--- src/rtl/edge_detect_multi.sv ---
// Multi-channel level-to-tick edge detector. Each channel has an input synchroniser,
// a debounce filter, a mode-gated one-cycle tick and a sticky event flag.
module edge_detect_multi #(
  parameter int N           = 4,
  parameter int SYNC_STAGES = 2,
  parameter int DB_CYCLES   = 4,
  parameter bit INIT_LEVEL  = 1'b0
) (
  input  logic           clk,
  input  logic           reset_n,
  input  logic [N-1:0]   level,
  input  logic [2*N-1:0] mode,
  input  logic [N-1:0]   clr,
  output logic [N-1:0]   tick,
  output logic [N-1:0]   level_db,
  output logic [N-1:0]   event_flag
);

  localparam int            CW       = $clog2(DB_CYCLES + 1);
  localparam logic [CW-1:0] CNT_LAST = CW'(DB_CYCLES - 1);

  for (genvar i = 0; i < N; i++) begin : g_ch
    logic [SYNC_STAGES-1:0] sync_q, sync_d;
    logic [CW-1:0]          cnt_q, cnt_d;
    logic                   db_q, db_d;
    logic                   tick_q, tick_d;
    logic                   flag_q, flag_d;
    logic                   s;

    assign s = sync_q[SYNC_STAGES-1];

    always_comb begin
      sync_d = {sync_q[SYNC_STAGES-2:0], level[i]};
      cnt_d  = '0;
      db_d   = db_q;
      tick_d = 1'b0;
      // Any cycle where s agrees with the debounced level restarts the count.
      if (s != db_q) begin
        if (cnt_q == CNT_LAST) begin
          db_d   = s;
          tick_d = s ? mode[2*i] : mode[2*i+1];
        end else begin
          cnt_d = cnt_q + CW'(1);
        end
      end
      flag_d = tick_q | (flag_q & ~clr[i]);
    end

    always_ff @(posedge clk or negedge reset_n) begin
      if (!reset_n) begin
        sync_q <= {SYNC_STAGES{INIT_LEVEL}};
        cnt_q  <= '0;
        db_q   <= INIT_LEVEL;
        tick_q <= 1'b0;
        flag_q <= 1'b0;
      end else begin
        sync_q <= sync_d;
        cnt_q  <= cnt_d;
        db_q   <= db_d;
        tick_q <= tick_d;
        flag_q <= flag_d;
      end
    end

    assign tick[i]       = tick_q;
    assign level_db[i]   = db_q;
    assign event_flag[i] = flag_q;
  end

endmodule

--- config.mk ---
export PLATFORM = sky130hd
export DESIGN_NAME = edge_detect_multi
export DESIGN_NICKNAME = d
export VERILOG_FILES = /design/src/rtl/edge_detect_multi.sv
export SDC_FILE = /design/constraint.sdc
export NUM_CORES = 1
export LEC_CHECK = 0
export CAP_MARGIN = 25
export CORE_UTILIZATION = 50
export CTS_BUF_LIST = sky130_fd_sc_hd__clkbuf_4
export CTS_CLUSTER_DIAMETER = 120
export CTS_CLUSTER_SIZE = 14
export DETAILED_ROUTE_END_ITERATION = 10
export PLACE_DENSITY = 0.83
export SYNTH_ARGS = -nofsm -noshare
export SYNTH_HDL_FRONTEND = slang
export SYNTH_SLANG_ARGS = --single-unit
--- constraint.sdc ---
create_clock -name clk -period 1.35 [get_ports clk]
set_input_delay 0.3375 -clock clk [delete_from_list [all_inputs] [get_ports clk]]
set_output_delay 0.3375 -clock clk [all_outputs]
set_load 0.01 [all_outputs]
==> results of run 1 <==
==> state kept, by name, summed over array words and instances (netlist names) <==
| register | count |
|---|---|
| g_ch.tick_q | 4 |
| g_ch.cnt_q | 12 |
| g_ch.flag_q | 4 |
| g_ch.sync_q | 8 |
| g_ch.db_q | 4 |
==> metal layers <==
| layer | track usage, % | share of wire [%] | vias up | routed length, um |
|---|---|---|---|---|
| li1 | - | - | 365 | - |
| met1 | 16.8 | 40 | 345 | 731 |
| met2 | 24.3 | 50 | 27 | 904 |
| met3 | 8.99 | 7.5 | 4 | 136 |
| met4 | 10.5 | 2.3 | 0 | 42 |
| met5 | 0 | 0 | - | 0 |
==> worst paths after layout <==
kind | start | slack [ps] | depth (start not counted) | endpoint
max | g_ch[0].db_q | 70 | 1 | level_db[0]
max in group asynchronous | reset_n | 820 | 2 | g_ch[2].flag_q
max reg2reg | g_ch[1].cnt_q[0] | 170 | 3 | g_ch[1].db_q
min in group clk | g_ch[1].sync_q[0] | 360 | 0 | g_ch[1].sync_q[1]
min reg2reg | g_ch[1].sync_q[0] | 360 | 0 | g_ch[1].sync_q[1]
min | reset_n | 360 | 2 | g_ch[1].flag_q
==> timing repair <==
item	4_1_cts	5_1_grt
gates resized for setup	20	6
cloned	0	0
endpoints found under the setup margin	12	6
buffers inserted	3	2
==> per-stage QoR <==
| stage | instance area [sq um] | setup WS [ps] |
|---|---|---|
| finish | 1670 | 66.4 |
| global route | 1670 | 1.85 |
| CTS | 1660 | 1.75 |
| detailed placement | 1570 | 57.4 |
| global placement | 1570 | 83.2 |
| floorplan | 1290 | 264 |
==> synth_stat cells (all sizes together) <==
cell / n
ha: 4
nand3b: 8
nor2b: 5
dfrtp: 32
nor3b: 7
xnor2: 4
buf: 12
nor3: 4
mux2: 4
a21boi: 4
inv: 4
a21o: 4
==> power groups by stage <==
stage / sequential, W / clock [W] / combinational [W]
global route: 0.00126 / 0.000741 / 0.000942
CTS: 0.00124 / 0.000704 / 0.000813
global placement: 0.00126 / 0 / 0.000774
floorplan: 0.00127 / 0 / 0.000532
finish: 0.00124 / 0.000676 / 0.000847
detailed placement: 0.00127 / 0 / 0.000810
==> logic make-up after synthesis <==
family,after synthesis
buffers and inverters,16
AOI/OAI and AO/OA,8
and+or+nand+nor,24
muxes,4
xor gates and xnor gates,4
adders and majority gates,4
DFF,32
==> cell type report <==
class	count	area (sq um)
sequential	32	801
fill	179	782
multi-input combinational	44	384
timing repair buffer	38	360
clock buffer	5	37.5
clock inverter	3	37.5
tap	30	37.5
inverter	4	15.0
==> worst reg2reg max path: cells and delay by family, from the launching register on <==
family	cells	cell delay [ps]
adder cells (fa/ha/maj)	1	180
flip-flops	1	370
multiplexers	1	340
AND/OR/NAND/NOR	1	180
==> flow_summary.ini, run 1 <==
[route]
drtIter0Drc = 9
wl_per_cell_um = 11.6
drc = 0
viasPerCell = 4.75
via_count = 741
ant_nets = 0
first_pass_iters = 4
routed_wl_um = 1820

[sta]
worstMarginPinSlew_ps = 278
max_freq_ghz = 0.779
finalSetupTns_ps = 0
fin_crit_sh_pct = 95.1
whs_ps = 355
fin_skew_ps = 6.40
setup_viol = 0
period_minus_slack_ps = 1280
drv_slew = 0
slew_headroom_pct = 81.3
rsz0062_at_grt = false
final_hold_viol_count = 0

[global_routing]
grt_use_total_pct = 16.0
grt_max_degree = 33
grt_pass1_vias = 697
grt-ovfl-total = 0
grt_pass1_wl_um = 2920
antenna_found_initial = 0

[critical_path]
crit_chain = clkdlybuf4s15_1
endpoint_kind = primary output
required_ps = 1010
cp_max_fo = 2
cp_top_family = flip-flops
critical_path.slowest_cell = dfrtp_1
cpPeakStageDelay_ps = 390
worstSetupPathType = register to primary output
cp.arrival_ps = 950
critPathLaunchType = register
worst-path-buf-inv = 1

[placed_design]
placedCellCount = 143
gp_congestion = 0.617
io_buffers = 29
dp_hpwl_um = 1260

[synth]
yosysSeqAreaShare_pct = 62.1
yosys_warnings = 0
syn_nets = 114
synth_area_leaders = dfrtp_1 62%, buf_4 7.0%, nand3b_1 4.7%
synth_seq_cells = 32
synth_compound_area_share_pct = 4.66
synth.top_cell.area_share_pct = 62.1
synthSimpleGateAreaFrac_pct = 15.0
syn_area_sq_um = 1290
synth_cells = 92
synthAdderAreaFrac_pct = 3.88
synth.distinct_cells = 13
synth_top_family_by_area = simple AND/OR/NAND/NOR gates
syn_area_per_cell_sq_um = 14.0
yosysTopAreaCell = dfrtp_1
synthMuxAreaShare_pct = 3.49
yosys.area_share.xor_xnor_pct = 2.72

[power_and_ir_drop]
switching_power_w = 0.000722
leakage_nw = 0.799
intPower_w = 0.00204
p_seq_share_pct = 44.8
power_density_nw_per_um2 = 1650
p_sw_share_pct = 26.2
pwr-share-comb_pct = 30.7
ir_drop_v = 0.00126
total_power_w = 0.00276
power_frac_clock_pct = 24.5

[clock_tree]
clk_latency_ps = 330
cts_tree = built
clock-sinks = 32
cts-htree-levels = 2
numCtsBuffers = 5
root_buffer = clkbuf_4
clk_path_buf_depth = 2
path_clk_slew_ps = 90
cts_hold_buffers = 0

[floorplan]
die_area_sq_um = 2790
ios = 30
core-area_sq_um = 2450
dieHeight_um = 52.8
die_x_um = 52.8
start_util_pct = 52.5
rows = 18

[cells_and_area]
postLayoutCoreUtil_pct = 68.1
layout-drive-gt1-share_pct = 19.8
final_common_cell = dfrtp_1
diodes = 0
fin_cells = 156
synthToLayoutAreaGrowth_pct = 29.7
nets = 147
layout_common_cells = 32 x dfrtp_1, 17 x clkdlybuf4s50_1, 10 x clkdlybuf4s15_1, 8 x nand3b_1, 8 x buf_4

[worst_hold_path]
hold_class = input pin to async pin

[outcome]
status = completed

[job]
drv_cap = 0
(Power assumes the default switching activity.)
==> run 2: changes to the inputs <==
CELL_PAD_IN_SITES_DETAIL_PLACEMENT = 1   (was default)
CELL_PAD_IN_SITES_GLOBAL_PLACEMENT = 2   (was default)
CORE_UTILIZATION = 34   (was 50)
==> flow_summary.ini, run 2 (synthesis results as in run 1) <==
[sta]
slew_headroom_pct = 79.7
rsz0062_at_grt = false
worstMarginPinSlew_ps = 302
period_minus_slack_ps = 1280
drv_slew = 0
max_freq_ghz = 0.781
fin_crit_sh_pct = 94.8
final_hold_viol_count = 0
finalSetupTns_ps = 0
setup_viol = 0
fin_skew_ps = 8.03

[job]
drv_cap = 0

[route]
drtIter0Drc = 23
maxUsedRoutingLayer = met4
routed_wl_um = 2080
dr_wl_met3_um = 130
via_count = 773
wl_per_cell_um = 12.0
first_pass_iters = 2
ant_nets = 0
drc = 0
met1Wirelength_um = 774
viasPerCell = 4.47
wl_met2_um = 1140

[clock_tree]
clock-sinks = 32
clk_path_buf_depth = 2
numCtsBuffers = 5
root_buffer = clkbuf_4
cts-htree-levels = 2
path_clk_slew_ps = 90
clk_latency_ps = 330
cts_hold_buffers = 0
cts_tree = built

[global_routing]
grt-ovfl-total = 0
grt_pass1_vias = 851
grt_use_total_pct = 12.1
antenna_found_initial = 0
grt_max_degree = 33
grt_pass1_wl_um = 3530

[cells_and_area]
diodes = 0
nets = 146
largest-register = g_ch.cnt_q
largestRegisters = g_ch.cnt_q x12, g_ch.sync_q x8
synthToLayoutAreaGrowth_pct = 29.7
final_common_cell = dfrtp_1
layout_common_cells = 32 x dfrtp_1, 17 x clkdlybuf4s50_1, 8 x nand3b_1, 7 x nor3b_1, 7 x buf_4
fin_cells = 173
layout-drive-gt1-share_pct = 24.0
largest_reg_flops = 12
fill_cells = 391

[critical_path]
cp_max_fo = 2
crit_chain = clkdlybuf4s15_1
r2r_start = g_ch[1].cnt_q[0]
cp_top_family = flip-flops
r2r_end = g_ch[1].db_q
cp.arrival_ps = 940
worst-path-buf-inv = 1
reg2reg_slack_ps = 150
endpoint_kind = primary output
r2r_cells = 3
required_ps = 1010
worstSetupPathType = register to primary output
critical_path.slowest_cell = dfrtp_1
critPathLaunchType = register
cpPeakStageDelay_ps = 390

[worst_hold_path]
min_from = g_ch[2].sync_q[0]
hold_end = g_ch[2].sync_q[1]
hold_depth = 0
hold_class = register to register

[floorplan]
rows = 22
ios = 30
die_area_sq_um = 4040
die_x_um = 63.6
core-area_sq_um = 3660
start_util_pct = 35.2
dieHeight_um = 63.6

[placed_design]
io_buffers = 29
gp_congestion = 0.642
placedCellCount = 162
dp_hpwl_um = 1540

[power_and_ir_drop]
leakage_nw = 0.799
power_density_nw_per_um2 = 1670
ir_drop_v = 0.000654

[outcome]
status = completed
[run 2: cell count changes in the layout (fill, tap and decap cells not counted)]
cell             change
clkinv_2             +1
clkbuf_2             +4
clkbuf_4             +1
buf_4                -1
clkdlybuf4s15_1      -4
clkinv_1             -2
[run 2: final cells by class]
cell class,count,area (sq um),area share (%)
Clock buffer,6,45.0,2.69
Tap cell,48,60.1,3.59
Timing Repair Buffer,37,333,19.9
Multi-Input combinational cell,44,384,23.0
Clock inverter,2,35.0,2.09
Inverter,4,15.0,0.898
Sequential cell,32,801,47.9
[run 2: where the power goes]
group          internal [W]  leakage, nW  switching [W]
Combinational      0.000482        0.342       0.000342
Clock              0.000408       0.0456       0.000316
Sequential          0.00115        0.411      0.0000951
[run 2: layer usage]
layer / up-vias / global-route usage, %
met3: 4 / 5.43
met5: - / 0
met4: 0 / 5.97
met2: 21 / 22.1
li1: 361 / -
met1: 387 / 11.3
[run 2: metrics by stage]
step           utilization (%)  setup WS [ps]  power, W  hold slack, ps  cell area [sq um]
4_1_cts                   46.0           5.05   0.00286             355               1690
5_1_grt                   45.7           7.28   0.00298             345               1670
3_3_place_gp              43.7            154   0.00206             333               1600
3_5_place_dp              43.7            145   0.00213             341               1600
2_1_floorplan                -            264   0.00181            41.9               1290
6_report                  45.7           69.9   0.00279             359               1670
[run 2: worst max-delay path by stage]
stage | startpoint | endpoint | slack, ps | cells after the start
after floorplan | g_ch[0].cnt_q[0] | g_ch[0].db_q | 260 | 3
after global placement | g_ch[3].db_q | level_db[3] | 150 | 1
after detailed placement | g_ch[2].flag_q | event_flag[2] | 150 | 1
after CTS | g_ch[0].tick_q | tick[0] | 5 | 1
after global routing | g_ch[2].tick_q | tick[2] | 7 | 1
final | g_ch[3].tick_q | tick[3] | 70 | 1
[run 2: repair_timing]
action / in CTS / in global routing
resized for setup: 22 / 8
setup endpoints to repair: 12 / 8
buffers inserted: 1 / 2
cloned: 0 / 0
==> run 3: changes to the inputs <==
GPL_ROUTABILITY_DRIVEN = 0   (was default)
==> results of run 3 <==
Final layout, timing and power as in run 2 (identical DEF).
